### config.mk
export PLATFORM = sky130hd
export DESIGN_NAME = bmc_capture_arbiter
export DESIGN_NICKNAME = d
export VERILOG_FILES = /design/src/rtl/tracker_pkg.sv /design/src/rtl/rr_picker.sv /design/src/rtl/bmc_capture_arbiter.sv
export SDC_FILE = /design/constraint.sdc
export NUM_CORES = 1
export LEC_CHECK = 0
export CAP_MARGIN = 20
export CELL_PAD_IN_SITES_DETAIL_PLACEMENT = 2
export CELL_PAD_IN_SITES_GLOBAL_PLACEMENT = 2
export CORE_UTILIZATION = 33
export CTS_BUF_LIST = sky130_fd_sc_hd__clkbuf_8 sky130_fd_sc_hd__clkbuf_16
export CTS_CLUSTER_DIAMETER = 150
export DETAILED_ROUTE_END_ITERATION = 10
export PLACE_DENSITY = 0.91
export SLEW_MARGIN = 20
export SYNTH_ARGS = -nofsm -noshare
export SYNTH_HDL_FRONTEND = slang
export SYNTH_SLANG_ARGS = --single-unit
### constraint.sdc
create_clock -name clk_96MHz -period 4.75 [get_ports clk_96MHz]
set_input_delay 0.475 -clock clk_96MHz [delete_from_list [all_inputs] [get_ports clk_96MHz]]
set_output_delay 0.475 -clock clk_96MHz [all_outputs]
set_load 0.005 [all_outputs]
### src/rtl/tracker_pkg.sv
// Shared tracker defaults and arbiter state encoding.
// Pure declarations: no latency, no flow control.
package tracker_pkg;

    localparam int NB_SENSORS_DFLT = 4;
    localparam int DATA_W_DFLT     = 17;
    localparam int TS_W_DFLT       = 24;
    localparam int DUP_W           = 8;

    typedef enum logic [1:0] {
        IDLE    = 2'd0,
        CAPTURE = 2'd1,
        PRESENT = 2'd2
    } arb_state_e;

endpackage

### src/rtl/rr_picker.sv
// Combinational round-robin first-set search starting at rr, with wrap-around.
// Latency 0 (pure logic); no flow control, the caller decides when to use the grant.
module rr_picker #(
    parameter int N    = 4,
    parameter int ID_W = $clog2(N)
) (
    input  logic [N-1:0]    req,
    input  logic [ID_W-1:0] rr,
    output logic [ID_W-1:0] grant_idx,
    output logic            any
);

    int              w_j;
    logic [ID_W-1:0] w_idx;

    // Scan from the farthest slot down so the slot closest to rr wins last.
    always_comb begin
        w_j       = 0;
        w_idx     = '0;
        grant_idx = '0;
        any       = 1'b0;
        for (int k = N - 1; k >= 0; k--) begin
            w_j = int'(rr) + k;
            if (w_j >= N) begin
                w_j = w_j - N;
            end
            w_idx = ID_W'(w_j);
            if (req[w_idx]) begin
                grant_idx = w_idx;
                any       = 1'b1;
            end
        end
    end

endmodule

### src/rtl/bmc_capture_arbiter.sv
// Round-robin capture of pending BMC decoder words into one tagged holding register.
// Latency: out_valid 2 cycles after eligibility; backpressure: word held stable until out_ready.
module bmc_capture_arbiter
    import tracker_pkg::*;
#(
    parameter int NB_SENSORS = NB_SENSORS_DFLT,
    parameter int DATA_W     = DATA_W_DFLT,
    parameter int TS_W       = TS_W_DFLT
) (
    input  logic                           clk_96MHz,
    input  logic                           reset,
    input  logic [NB_SENSORS-1:0]          sensor_mask,
    output logic [NB_SENSORS-1:0]          dec_enable,
    input  logic [NB_SENSORS-1:0]          dec_avail,
    input  logic [NB_SENSORS*DATA_W-1:0]   dec_data,
    input  logic [NB_SENSORS*TS_W-1:0]     dec_ts,
    output logic [NB_SENSORS-1:0]          dec_clear,
    output logic                           out_valid,
    input  logic                           out_ready,
    output logic [$clog2(NB_SENSORS)-1:0]  out_id,
    output logic [DATA_W-1:0]              out_data,
    output logic [TS_W-1:0]                out_ts,
    output logic [DUP_W-1:0]               dup_cnt
);

    localparam int ID_W = $clog2(NB_SENSORS);

    arb_state_e             r_state;
    arb_state_e             w_next_state;
    logic [ID_W-1:0]        r_rr;
    logic [ID_W-1:0]        r_idx;
    logic [NB_SENSORS-1:0]  r_seen;
    logic [TS_W-1:0]        r_last_ts [NB_SENSORS];
    logic [NB_SENSORS-1:0]  r_dec_enable;
    logic [NB_SENSORS-1:0]  r_dec_clear;
    logic                   r_out_valid;
    logic [ID_W-1:0]        r_out_id;
    logic [DATA_W-1:0]      r_out_data;
    logic [TS_W-1:0]        r_out_ts;
    logic [DUP_W-1:0]       r_dup_cnt;

    logic [DATA_W-1:0]      w_data [NB_SENSORS];
    logic [TS_W-1:0]        w_ts   [NB_SENSORS];
    logic [NB_SENSORS-1:0]  w_stale;
    logic [NB_SENSORS-1:0]  w_raw;
    logic [NB_SENSORS-1:0]  w_elig;
    logic [NB_SENSORS-1:0]  w_fall;
    logic [NB_SENSORS-1:0]  w_idx_oh;
    logic [ID_W-1:0]        w_grant_idx;
    logic                   w_any;
    logic [ID_W-1:0]        w_raw_idx;
    logic                   w_raw_any;
    logic                   w_grant_ld;
    logic                   w_capture;
    logic                   w_accept;
    logic                   w_dup;

    for (genvar g = 0; g < NB_SENSORS; g++) begin : g_unpack
        assign w_data[g]  = dec_data[g*DATA_W +: DATA_W];
        assign w_ts[g]    = dec_ts[g*TS_W +: TS_W];
        // A word whose timestamp matches the last one taken from this sensor is a leftover.
        assign w_stale[g] = r_seen[g] & (w_ts[g] == r_last_ts[g]);
    end

    assign w_raw    = dec_avail & r_dec_enable;
    assign w_elig   = w_raw & ~w_stale;
    assign w_fall   = r_dec_enable & ~sensor_mask;
    assign w_idx_oh = NB_SENSORS'(1) << r_idx;

    rr_picker #(.N(NB_SENSORS), .ID_W(ID_W)) u_pick_elig (
        .req       (w_elig),
        .rr        (r_rr),
        .grant_idx (w_grant_idx),
        .any       (w_any)
    );

    // Same search ignoring the stale guard: tells which sensor a duplicate displaced.
    rr_picker #(.N(NB_SENSORS), .ID_W(ID_W)) u_pick_raw (
        .req       (w_raw),
        .rr        (r_rr),
        .grant_idx (w_raw_idx),
        .any       (w_raw_any)
    );

    assign w_dup = (r_state == IDLE) & w_raw_any & ~w_elig[w_raw_idx];

    always_ff @(posedge clk_96MHz) begin
        if (reset) begin
            r_state <= IDLE;
        end else begin
            r_state <= w_next_state;
        end
    end

    always_comb begin
        w_next_state = r_state;
        w_grant_ld   = 1'b0;
        w_capture    = 1'b0;
        w_accept     = 1'b0;
        case (r_state)
            IDLE: begin
                if (w_any) begin
                    w_grant_ld   = 1'b1;
                    w_next_state = CAPTURE;
                end
            end
            CAPTURE: begin
                w_capture    = 1'b1;
                w_next_state = PRESENT;
            end
            PRESENT: begin
                if (r_out_valid & out_ready) begin
                    w_accept     = 1'b1;
                    w_next_state = IDLE;
                end
            end
            default: w_next_state = IDLE;
        endcase
    end

    always_ff @(posedge clk_96MHz) begin
        if (reset) begin
            r_rr         <= '0;
            r_idx        <= '0;
            r_seen       <= '0;
            r_dec_enable <= '0;
            r_dec_clear  <= '0;
            r_out_valid  <= 1'b0;
            r_out_id     <= '0;
            r_out_data   <= '0;
            r_out_ts     <= '0;
            r_dup_cnt    <= '0;
            for (int i = 0; i < NB_SENSORS; i++) begin
                r_last_ts[i] <= '0;
            end
        end else begin
            r_dec_enable <= sensor_mask;
            r_dec_clear  <= w_capture ? w_idx_oh : '0;
            // Unmasking later must be able to re-offer a word with a repeated timestamp.
            r_seen       <= (r_seen | (w_capture ? w_idx_oh : '0)) & ~w_fall;
            if (w_grant_ld) begin
                r_idx <= w_grant_idx;
            end
            if (w_capture) begin
                r_out_data       <= w_data[r_idx];
                r_out_ts         <= w_ts[r_idx];
                r_out_id         <= r_idx;
                r_last_ts[r_idx] <= w_ts[r_idx];
                r_out_valid      <= 1'b1;
            end
            if (w_accept) begin
                r_out_valid <= 1'b0;
                r_rr        <= (r_idx == ID_W'(NB_SENSORS - 1)) ? '0 : r_idx + 1'b1;
            end
            if (w_dup && (r_dup_cnt != {DUP_W{1'b1}})) begin
                r_dup_cnt <= r_dup_cnt + 1'b1;
            end
        end
    end

    assign dec_enable = r_dec_enable;
    assign dec_clear  = r_dec_clear;
    assign out_valid  = r_out_valid;
    assign out_id     = r_out_id;
    assign out_data   = r_out_data;
    assign out_ts     = r_out_ts;
    assign dup_cnt    = r_dup_cnt;

endmodule
==> impl_metrics.py <==
metrics = {
    "yosys": {
        "yosys_warnings": 0,
        "synthCells": 688,
        "synth_fa_ha_area_share_pct": 0.755,
        "synth_compound_area_share_pct": 7.01,
        "yosysTopAreaCellShare_pct": 34.8,
        "synth_edf_count": 96,
        "synth_xor_xnor_area_share_pct": 10.1,
        "synth_async_sr_flop_share_pct": 0,
        "synth_mux_area_share_pct": 11.7,
        "synth.avg_cell_area_um2": 12.0,
        "yosysTopAreaCell": "edfxtp_1",
        "synth_top_family_by_area": "simple AND/OR/NAND/NOR gates",
        "ys.flop_type": "edfxtp_1",
        "synth-seq-area-share_pct": 51.7,
        "synth.area.top_cells": "edfxtp_1 35%, dfxtp_1 17%, mux4_2 11%",
        "synth_cell_type_count": 46,
        "syn_area_um2": 8290,
        "ys_seq_elements": 166,
        "synth_nets": 868,
        "synthSimpleGateAreaFrac_pct": 16.2,
    },
    "sta": {
        "maxSlewHeadroom_pct": 39.2,
        "period_needed_ps": 2980,
        "rsz0062_at_grt": "no",
        "fmax_mhz": 335,
        "worst_pin_slew_ps": 911,
        "timing.hold.ws_ps": 456,
        "finalMaxSlewViolations": 0,
        "setup_viol": 0,
        "clock_skew_ps": 13.3,
        "timing.final.hold_violations": 0,
        "finalCritPeriodShare_pct": 62.8,
        "setup_tns_ps": 0,
    },
    "cts": {
        "cts_max_level": 4,
        "numCtsBuffers": 17,
        "clk_pin_slew_ps": 70,
        "cts_hold_buf": 0,
        "cts_setup_buffers": 0,
        "cts.sinks": 166,
        "clockBufferDepth": 2,
        "root_buffer": "clkbuf_16",
        "ctsResizeCount": 0,
        "cts_tree": "built",
        "clk_latency_ps": 460,
    },
    "power": {
        "intPower_mw": 2.64,
        "p_seq_share_pct": 44.3,
        "power_frac_clock_pct": 38.9,
        "p_sw_share_pct": 29.4,
        "p_total_mw": 3.75,
        "vdd_drop_max_v": 0.000243,
        "power.density_nw_per_um2": 324,
        "leakage_nw": 4.18,
        "p_comb_share_pct": 16.8,
        "power.switching_mw": 1.10,
    },
    "grt": {
        "grt_pass1_vias": 7583,
        "grt_pass1_wl_um": 50300,
        "grtUsageTotal_pct": 27.0,
        "grt.overflow.total": 0,
        "antenna_found_initial": 4,
        "grt_max_degree": 52,
    },
    "critical_path": {
        "worst_setup_path_end_kind": "flip-flop",
        "critPathTopFamily": "buffers and inverters",
        "cp.required_ps": 5090,
        "crit_arrival_ps": 3320,
        "path_depth": 9,
        "r2r-end": "r_idx[0]",
        "crit_slowest_cell": "clkdlybuf4s50_1",
        "critical_path.startpoint": "dec_ts[40]",
        "slowest_delay_ps": 560,
        "path_common_cell": "nand4_1",
        "critPathKind": "in -> reg",
        "crit_path_start_kind": "input port",
        "reg2reg_from": "r_last_ts[3][17]",
        "crit_path_end": "dup_cnt[3]",
        "cp_num_buf_inv": 2,
        "worstPathCellList": "clkdlybuf4s50_1 > xnor2_1 > nand4_1 > nor4_1 > a21oi_1 > a222oi_1 > buf_4 > nand4_1 > mux2_1",
        "rr_worst_depth": 7,
        "r2r_slack_ps": 1910,
        "crit_path_max_fanout": 13,
    },
    "die": {
        "die_w_um": 160,
        "die_h_um": 160,
        "die-area_um2": 25700,
        "start_util_pct": 33.9,
        "placementRows": 57,
        "core_um2": 24500,
        "io_pins": 235,
    },
    "placed_design": {
        "port_buffers": 234,
        "dp_hpwl_um": 24800,
        "place_inst": 1218,
        "gp_congestion": 0.823,
    },
    "layout": {
        "drive_gt1_share_pct": 10.8,
        "mostFrequentLayoutCells": "233 x clkdlybuf4s50_1, 96 x xnor2_1, 96 x edfxtp_1",
        "fin_util_pct": 47.3,
        "syn2layout_area_growth_pct": 39.7,
        "fin_cells": 1254,
        "layout_commonest_cell": "clkdlybuf4s50_1",
        "fillers": 2388,
        "final_nets": 1094,
    },
    "routing": {
        "via_per_inst": 5.46,
        "vias": 6850,
        "drt_pass1_iterations": 5,
        "antenna_left": 0,
        "routed_wl_um": 34100,
        "first_iter_violations": 456,
        "drcViolationCount": 0,
        "post_drt_wl_per_cell_um": 27.2,
    },
    "flow_run": {
        "drv_cap": 0,
    },
    "worst_hold_path": {
        "hp-class": "reg -> reg",
    },
    "outcome": {
        "status": "finished, final reports clean",
    },
}
## per-layer routing
layer | up-vias | share of wire, % | track usage, %
met4 | 0 | 4.1 | 13.8
li1 | 2953 | - | -
met2 | 297 | 51 | 46.8
met1 | 3521 | 39 | 32.1
met3 | 79 | 5.7 | 4.60
met5 | - | 0 | 0
## final cells by class
cell class	instances	area, µm²	area share (%)
Sequential cell	166	4290	37.1
Clock buffer	17	425	3.68
Multi-Input combinational cell	478	3820	33.0
Timing Repair Buffer	243	2420	20.9
Inverter	8	30.0	0.259
Antenna cell	3	7.51	0.0649
Clock inverter	15	174	1.50
Tap cell	324	405	3.50
## state kept, by name, indices dropped and copies added, names as in the netlist, 4 cells and up
name / count
dup_cnt: 8
dec_clear: 4
out_data: 17
out_ts: 24
r_seen: 4
r_last_ts: 96
dec_enable: 4
## how the worst min path moves through the flow
stage	startpoint	cells after the start	endpoint	slack, ps
finish	out_ts[6]	1	out_ts[6]	460
CTS	out_ts[6]	1	out_ts[6]	460
global route	out_ts[6]	1	out_ts[6]	480
detailed placement	out_ts[13]	1	out_ts[13]	440
floorplan	out_data[14]	2	out_data[14]	450
global placement	out_ts[5]	1	out_ts[5]	430
## cells in the mapped netlist (4+ instances only)
library cell  number
and3_1            27
buf_2              4
nand4_1           26
a21oi_1           38
nor3_1            11
nor2b_1           13
nand2b_1           5
nor2_1            15
a21o_1            25
and2_1            79
dfxtp_1           70
xnor2_1           96
nor4_1             4
clkbuf_1          25
inv_1              8
mux4_2            41
nand3_1           10
edfxtp_1          96
nand2_1           50
ha_1               5
## power groups by stage
stage,Sequential [mW],Combinational (mW),Clock (mW)
after CTS,1.67,0.621,1.48
after detailed placement,1.70,0.606,0
after floorplan,1.67,0.270,0
final,1.66,0.629,1.46
after global routing,1.67,0.661,1.52
after global placement,1.69,0.574,0
## worst register-to-register path, cell delays in order (launching register included)
cell and delay, ps:
edfxtp_1 410, xnor2_1 410, nand4_1 200, nor4_1 470, a21oi_2 190, o41ai_1 720
or2_1 250, o41ai_1 90
## metrics by stage
step	setup slack, ps	cell area, µm²
6_report	1770	11600
2_1_floorplan	2500	8290
3_3_place_gp	1540	10900
5_1_grt	1640	11600
3_5_place_dp	1320	10900
4_1_cts	1750	11500
## logic make-up (layout without fill, tap and decap cells)
kind of cell             Yosys count  count (layout)
adder cells (fa/ha/maj)            5               5
XOR/XNOR                          96              96
AND/OR/NAND/NOR                  245             245
other                              0               3
AO/OA/AOI/OAI                     87              87
multiplexers                      45              45
buffers and inverters             44             283
flip-flops                       166             166
(Power assumes the default switching activity.)
